**src/rtl/ps2_key_pkg.sv**
```systemverilog
// Shared types, scan-code constants and the default key map for the PS/2 key event unit.
package ps2_key_pkg;

  typedef enum logic [2:0] {
    ST_IDLE    = 3'd0,
    ST_EXT     = 3'd1,
    ST_BRK     = 3'd2,
    ST_EXT_BRK = 3'd3,
    ST_SKIP    = 3'd4
  } state_e;

  localparam logic [7:0] SC_E0 = 8'hE0;
  localparam logic [7:0] SC_F0 = 8'hF0;
  localparam logic [7:0] SC_E1 = 8'hE1;

  localparam int unsigned KEY_IDX_W = 7;
  localparam int unsigned EV_W      = 8;
  localparam int unsigned SKIP_W    = 3;
  // Pause is E1 14 77 E1 F0 14 F0 77: seven bytes follow the leading E1
  localparam logic [SKIP_W-1:0] PAUSE_TAIL = 3'd7;

  localparam int unsigned MAP_KEYS  = 16;
  localparam int unsigned MAP_IDX_W = $clog2(MAP_KEYS);

  typedef struct packed {
    logic                 brk;
    logic [KEY_IDX_W-1:0] key;
  } key_event_t;

  typedef struct packed {
    logic                 hit;
    logic [KEY_IDX_W-1:0] idx;
  } key_hit_t;

  // {ext, code}: arrows, 1-5, T, R, P, W, A, S, D
  localparam logic [8:0] KEY_CODE [MAP_KEYS] = '{
    9'h175, 9'h172, 9'h16B, 9'h174,
    9'h016, 9'h01E, 9'h026, 9'h025, 9'h02E,
    9'h02C, 9'h02D, 9'h04D,
    9'h01D, 9'h01C, 9'h01B, 9'h023
  };

  localparam int unsigned KEY_CHANNEL [MAP_KEYS] = '{
    0, 0, 0, 0,
    0, 0, 0, 0, 0,
    0, 0, 0,
    1, 1, 1, 1
  };

  function automatic key_hit_t key_lookup(input logic ext, input logic [7:0] code,
                                          input int unsigned num_keys);
    key_hit_t res;
    res = '0;
    for (int unsigned i = 0; i < MAP_KEYS; i++) begin
      if (!res.hit && (i < num_keys) && (KEY_CODE[MAP_IDX_W'(i)] == {ext, code})) begin
        res.hit = 1'b1;
        res.idx = KEY_IDX_W'(i);
      end
    end
    return res;
  endfunction

  function automatic int unsigned key_channel(input int unsigned k);
    return (k < MAP_KEYS) ? KEY_CHANNEL[MAP_IDX_W'(k)] : 0;
  endfunction

endpackage

```
**src/rtl/ps2_event_fifo.sv**
```systemverilog
// Synchronous first-word-fall-through FIFO with occupancy count.
// Push while full is accepted only when a pop frees the head in the same cycle.
module ps2_event_fifo #(
  parameter int unsigned DEPTH = 8,
  parameter int unsigned W     = 8,
  localparam int unsigned AW   = $clog2(DEPTH),
  localparam int unsigned CW   = $clog2(DEPTH) + 1
) (
  input  logic          i_clk,
  input  logic          i_rst_n,
  input  logic          i_push,
  input  logic [W-1:0]  i_data,
  input  logic          i_pop,
  output logic [W-1:0]  o_data,
  output logic          o_valid,
  output logic          o_full,
  output logic [CW-1:0] o_count
);

  logic [W-1:0]  r_mem [DEPTH];
  logic [AW-1:0] r_rd_ptr;
  logic [AW-1:0] r_wr_ptr;
  logic [CW-1:0] r_count;
  logic          w_do_pop;
  logic          w_do_push;
  logic          w_full;

  assign w_full    = (r_count == CW'(DEPTH));
  assign w_do_pop  = i_pop && (r_count != '0);
  assign w_do_push = i_push && (!w_full || w_do_pop);

  always_ff @(posedge i_clk or negedge i_rst_n) begin
    if (!i_rst_n) begin
      for (int unsigned i = 0; i < DEPTH; i++) r_mem[i] <= '0;
      r_rd_ptr <= '0;
      r_wr_ptr <= '0;
      r_count  <= '0;
    end else begin
      if (w_do_push) begin
        r_mem[r_wr_ptr] <= i_data;
        r_wr_ptr        <= r_wr_ptr + AW'(1);
      end
      if (w_do_pop) r_rd_ptr <= r_rd_ptr + AW'(1);
      case ({w_do_push, w_do_pop})
        2'b10:   r_count <= r_count + CW'(1);
        2'b01:   r_count <= r_count - CW'(1);
        default: r_count <= r_count;
      endcase
    end
  end

  assign o_data  = r_mem[r_rd_ptr];
  assign o_valid = (r_count != '0);
  assign o_full  = w_full;
  assign o_count = r_count;

endmodule

```
**src/rtl/ps2_key_event_unit.sv**
```systemverilog
// PS/2 set-2 keyboard front end: prefix decoder, held-key map, per-channel indicators
// and a make/break event FIFO drained by the processor.
module ps2_key_event_unit
  import ps2_key_pkg::*;
#(
  parameter int unsigned NUM_KEYS     = 16,
  parameter int unsigned NUM_CHANNELS = 2,
  parameter int unsigned FIFO_DEPTH   = 8,
  localparam int unsigned CNT_W       = $clog2(FIFO_DEPTH) + 1
) (
  input  logic                    clock,
  input  logic                    resetn,
  input  logic [7:0]              ps2_key_data,
  input  logic                    ps2_key_pressed,
  output logic [NUM_KEYS-1:0]     key_held,
  output logic [NUM_CHANNELS-1:0] chan_active,
  output logic [NUM_CHANNELS-1:0] chan_strobe,
  output logic                    ev_valid,
  output logic [7:0]              ev_data,
  input  logic                    ev_pop,
  output logic [CNT_W-1:0]        ev_count,
  output logic                    ev_overflow,
  input  logic                    ovf_clear
);

  state_e                  r_state;
  state_e                  w_state_nxt;
  logic [SKIP_W-1:0]       r_skip;
  logic [SKIP_W-1:0]       w_skip_nxt;
  logic                    w_is_prefix;
  logic                    w_term;
  logic                    w_ext;
  logic                    w_brk;
  key_hit_t                w_lk;

  logic [NUM_KEYS-1:0]     r_key_held;
  logic [NUM_KEYS-1:0]     w_held_nxt;
  logic [NUM_CHANNELS-1:0] r_chan_active;
  logic [NUM_CHANNELS-1:0] w_chan_nxt;
  logic [NUM_CHANNELS-1:0] r_chan_strobe;
  logic [NUM_CHANNELS-1:0] w_strobe_nxt;
  logic                    r_ovf;
  logic                    w_push;
  key_event_t              w_ev;
  logic                    w_full;
  logic                    w_drop;

  assign w_is_prefix = (ps2_key_data == SC_E0) || (ps2_key_data == SC_F0) ||
                       (ps2_key_data == SC_E1);

  // Decoder state register
  always_ff @(posedge clock or negedge resetn) begin
    if (!resetn) begin
      r_state <= ST_IDLE;
      r_skip  <= '0;
    end else begin
      r_state <= w_state_nxt;
      r_skip  <= w_skip_nxt;
    end
  end

  // Decoder next state; only strobed bytes advance it
  always_comb begin
    w_state_nxt = r_state;
    w_skip_nxt  = r_skip;
    if (ps2_key_pressed) begin
      case (r_state)
        ST_IDLE: begin
          if (ps2_key_data == SC_E0)      w_state_nxt = ST_EXT;
          else if (ps2_key_data == SC_F0) w_state_nxt = ST_BRK;
          else if (ps2_key_data == SC_E1) begin
            w_state_nxt = ST_SKIP;
            w_skip_nxt  = PAUSE_TAIL;
          end
        end
        ST_EXT:  w_state_nxt = (ps2_key_data == SC_F0) ? ST_EXT_BRK : ST_IDLE;
        ST_SKIP: begin
          w_skip_nxt = r_skip - SKIP_W'(1);
          if (r_skip == SKIP_W'(1)) w_state_nxt = ST_IDLE;
        end
        default: w_state_nxt = ST_IDLE;
      endcase
    end
  end

  // Decoder outputs: terminal byte flag with its extended/break qualifiers
  always_comb begin
    w_term = 1'b0;
    w_ext  = 1'b0;
    w_brk  = 1'b0;
    if (ps2_key_pressed && !w_is_prefix) begin
      case (r_state)
        ST_IDLE:    w_term = 1'b1;
        ST_EXT:     begin w_term = 1'b1; w_ext = 1'b1; end
        ST_BRK:     begin w_term = 1'b1; w_brk = 1'b1; end
        ST_EXT_BRK: begin w_term = 1'b1; w_ext = 1'b1; w_brk = 1'b1; end
        default:    w_term = 1'b0;
      endcase
    end
  end

  assign w_lk = key_lookup(w_ext, ps2_key_data, NUM_KEYS);

  // Accept rules: first make and real release produce events; repeats and stray breaks do not
  always_comb begin
    w_held_nxt   = r_key_held;
    w_strobe_nxt = '0;
    w_push       = 1'b0;
    w_ev         = '0;
    if (w_term && w_lk.hit) begin
      for (int unsigned k = 0; k < NUM_KEYS; k++) begin
        if (w_lk.idx == KEY_IDX_W'(k)) begin
          if (!w_brk && !r_key_held[k]) begin
            w_held_nxt[k] = 1'b1;
            w_push        = 1'b1;
            w_ev          = '{brk: 1'b0, key: w_lk.idx};
            for (int unsigned c = 0; c < NUM_CHANNELS; c++) begin
              if (key_channel(k) == c) w_strobe_nxt[c] = 1'b1;
            end
          end else if (w_brk && r_key_held[k]) begin
            w_held_nxt[k] = 1'b0;
            w_push        = 1'b1;
            w_ev          = '{brk: 1'b1, key: w_lk.idx};
          end
        end
      end
    end
  end

  always_comb begin
    w_chan_nxt = '0;
    for (int unsigned c = 0; c < NUM_CHANNELS; c++) begin
      for (int unsigned k = 0; k < NUM_KEYS; k++) begin
        if ((key_channel(k) == c) && w_held_nxt[k]) w_chan_nxt[c] = 1'b1;
      end
    end
  end

  assign w_drop = w_push && w_full && !ev_pop;

  always_ff @(posedge clock or negedge resetn) begin
    if (!resetn) begin
      r_key_held    <= '0;
      r_chan_active <= '0;
      r_chan_strobe <= '0;
      r_ovf         <= 1'b0;
    end else begin
      r_key_held    <= w_held_nxt;
      r_chan_active <= w_chan_nxt;
      r_chan_strobe <= w_strobe_nxt;
      if (w_drop)         r_ovf <= 1'b1;
      else if (ovf_clear) r_ovf <= 1'b0;
    end
  end

  ps2_event_fifo #(
    .DEPTH (FIFO_DEPTH),
    .W     (EV_W)
  ) u_fifo (
    .i_clk   (clock),
    .i_rst_n (resetn),
    .i_push  (w_push),
    .i_data  (w_ev),
    .i_pop   (ev_pop),
    .o_data  (ev_data),
    .o_valid (ev_valid),
    .o_full  (w_full),
    .o_count (ev_count)
  );

  assign key_held    = r_key_held;
  assign chan_active = r_chan_active;
  assign chan_strobe = r_chan_strobe;
  assign ev_overflow = r_ovf;

endmodule

```
**config.mk**
```make
export PLATFORM = sky130hd
export DESIGN_NAME = ps2_key_event_unit
export DESIGN_NICKNAME = d
export VERILOG_FILES = /design/src/rtl/ps2_key_pkg.sv /design/src/rtl/ps2_event_fifo.sv /design/src/rtl/ps2_key_event_unit.sv
export SDC_FILE = /design/constraint.sdc
export NUM_CORES = 1
export LEC_CHECK = 0
export ABC_AREA = 1
export BUFFER_PORTS_ARGS = -buffer_cell sky130_fd_sc_hd__buf_2
export CORE_ASPECT_RATIO = 2
export CORE_MARGIN = 5
export CORE_UTILIZATION = 64
export DETAILED_ROUTE_END_ITERATION = 6
export PLACE_DENSITY = 0.91
export SYNTH_ARGS = -nofsm -noshare
export SYNTH_HDL_FRONTEND = slang
export SYNTH_SLANG_ARGS = --single-unit
```
**constraint.sdc**
```tcl
create_clock -name clock -period 6.1 [get_ports clock]
set_input_delay 0.305 -clock clock [delete_from_list [all_inputs] [get_ports clock]]
set_output_delay 0.305 -clock clock [all_outputs]
set_load 0.05 [all_outputs]
```
==> results.yml <==
final_layout:
  antenna_cells: 0
  nNetsFinal: 725
  final_cell_mix: "nand2_1 (164), inv_1 (77), dfrtp_1 (77)"
  finish.utilization_pct: 71.31
  area.growth.synth_to_final_pct: 10.46
  drive_above_1_share_pct: 13.84
  mostFrequentLayoutCell: "nand2_1"
routing:
  viasPerCell: 5.803
  drtIter0Drc: 414
  drt_wl_total_mm: 11.91
  wl_per_cell_um: 14.85
  drc_errors: 0
  ant_nets: 0
  drt_pre_antenna_iters: 5
  vias: 4654
synth:
  synthCells: 666
  synth-seq-cells: 77
  synth_warnings: 0
  synthArstFlopShare_pct: 100.0
  synth_top_area_share_pct: 39.86
  yosysTopAreaCell: "dfrtp_1"
  ys.flop_type: "dfrtp_1"
  synth_area_leaders: "dfrtp_1 (40%), nand2_1 (13%), o21ai_0 (6.2%)"
  yosysUniqueCellTypes: 47
  syn_area_sq_mm: 0.004835
  avgSynthCellArea_sq_um: 7.259
  synth_edf_count: 0
  ys_seq_area_share_pct: 39.86
clock_network:
  cts_setup_buffers: 0
  max-clock-path-buffers: 2
  cts_hold_buf: 0
  clk_latency_ns: 0.34
  cts_resized: 0
  clk_pin_slew_worst_paths_ns: 0.05
  cts_tree: "done"
  cts_made_buffers: 9
  clock_sinks: 77
  cts_root_buf: "clkbuf_16"
  htreeDepth: 3
run_status:
  status: "completed"
floorplan:
  start_util_pct: 64.56
  die_area_sq_mm: 0.009497
  fp-row-count: 45
  die_w_um: 71.46
  core_region_area_sq_mm: 0.007488
  die_h_um: 132.9
  pin_count: 47
worst_setup_path:
  cp-startpoint: "r_state[0]"
  crit_arrival_ns: 4.31
  critPathKind: "flop to flop"
  r2r-end: "u_fifo.o_count[3]"
  ff2ff_setup_slack_ns: 2.05
  start_kind: "flop"
  cp_max_fo: 31
  crit_required_ns: 6.36
  worst-r2r-cell-count: 18
  end_kind: "flop"
  r2r_start: "r_state[0]"
timing:
  rsz0062_at_grt: "no"
  timing.setup.tns_ns: 0
  drv_slew: 0
  layout_min_cycle_time_ns: 4.048
  fin_crit_sh_pct: 66.35
  max_freq_ghz: 0.2471
  layout_setup_ws_ns: 2.052
  hold_viol_final: 0
  worst_hold_slack_ns: 0.1066
  worstMarginPinSlew_ns: 0.9421
  slew_headroom_pct: 37.19
  final.setup_skew_ns: 0.006286
  setup_viol: 0
pwr:
  p_leak_nw: 2.739
  p_per_area_mw_per_mm2: 354.4
  irDropWorstVdd_uv: 327.3
place:
  place_congestion: 0.9633
  pre_cts_slack_ns: 1.833
  place_hpwl_mm: 8.612
  io_buffer_count: 43
flow_run:
  cap_violations: 0
global_routing:
  antenna_found_initial: 0
  grt_pass1_wl_mm: 20.31
  grt_max_degree: 78
  grt-ovfl-total: 0
  grt_pass1_vias: 4301
  grt_use_total_pct: 26.47
hold_path:
  hold_path_class: "input port to async pin"
## through the flow
step / std cells / power (mW) / area (sq um)
floorplan: 668 / 1.235 / 4842
global placement: 786 / 1.386 / 5062
detailed placement: 786 / 1.399 / 5062
CTS: 802 / 1.894 / 5340
global route: 802 / 2.015 / 5340
finish: 802 / 1.892 / 5340
## flip-flops by register name, summed over array words and instances (netlist names), 2 cells and up
register	cells
chan_strobe	2
chan_active	2
r_state	3
r_skip	3
key_held	16
u_fifo.r_wr_ptr	3
u_fifo.o_count	4
u_fifo.r_mem	40
u_fifo.r_rd_ptr	3
## cells in the mapped netlist (3+ instances only)
cell      number
buf_6          4
nand4_1       12
xnor2_1        4
xor2_1         4
o22ai_1        4
nand3_1       37
a22oi_1        3
o21ai_1       25
nor2_4         4
inv_1         77
o21ai_0       60
buf_4          3
nor3_1        17
nand3_2        3
inv_2         12
dfrtp_1       77
nor2_1        64
nand2_1      164
buf_2          5
nor3_2         3
ha_1           9
clkbuf_1       8
a21oi_1       25
nor2_2         5
a31oi_1        9
## worst max-delay path, cell delays in order (launching register included)
cell	delay, ns
dfrtp_1	0.40
inv_1	0.08
nor2_1	0.21
nand4_4	0.19
nand3_1	0.20
inv_2	0.08
nor3_2	0.16
nand3_1	0.09
nor3_2	0.11
nand3_1	0.08
nor2_1	0.12
nand4_2	0.15
nand2_1	0.49
inv_2	0.32
nand3_2	0.14
buf_4	0.35
ha_1	0.36
a211oi_1	0.28
xor2_1	0.16
## power breakdown
part | internal (mW) | total [mW] | switching, mW
Combinational | 0.200 | 0.744 | 0.545
Clock | 0.287 | 0.493 | 0.206
Sequential | 0.567 | 0.655 | 0.0883
## cells by family after synthesis
kind of cell | synth area share, %
simple gates | 30.12
compound gates | 16.15
buf+inv | 9.446
flops | 39.86
fa+ha+maj | 2.329
xor+xnor | 1.786
other cells | 0.07757
mux | 0.2329
## how the worst max path moves through the flow
stage,endpoint,cells past startpoint
after floorplan,u_fifo.o_count[3],23
after global placement,u_fifo.o_count[3],21
after detailed placement,u_fifo.o_count[3],22
after CTS,u_fifo.o_count[3],17
after global routing,u_fifo.o_count[3],17
final,u_fifo.o_count[3],18
## layout make-up
type                       instances  area (sq um)
multi-input combinational        482          2459
fill                             608          2148
sequential                        77          1927
inverter                          89         334.1
clock buffer                      11         242.7
timing repair buffer              44         225.2
tap                               94         117.6
clock inverter                     5         35.03
## per-layer routing
layer	vias to the layer above	track usage (%)	part of all wire, %
li1	2270	-	-
met1	2126	36.56	41
met2	221	41.55	48
met3	37	4.639	7.8
met4	0	9.310	2.8
met5	-	0	0
(Power assumes the default switching activity.)
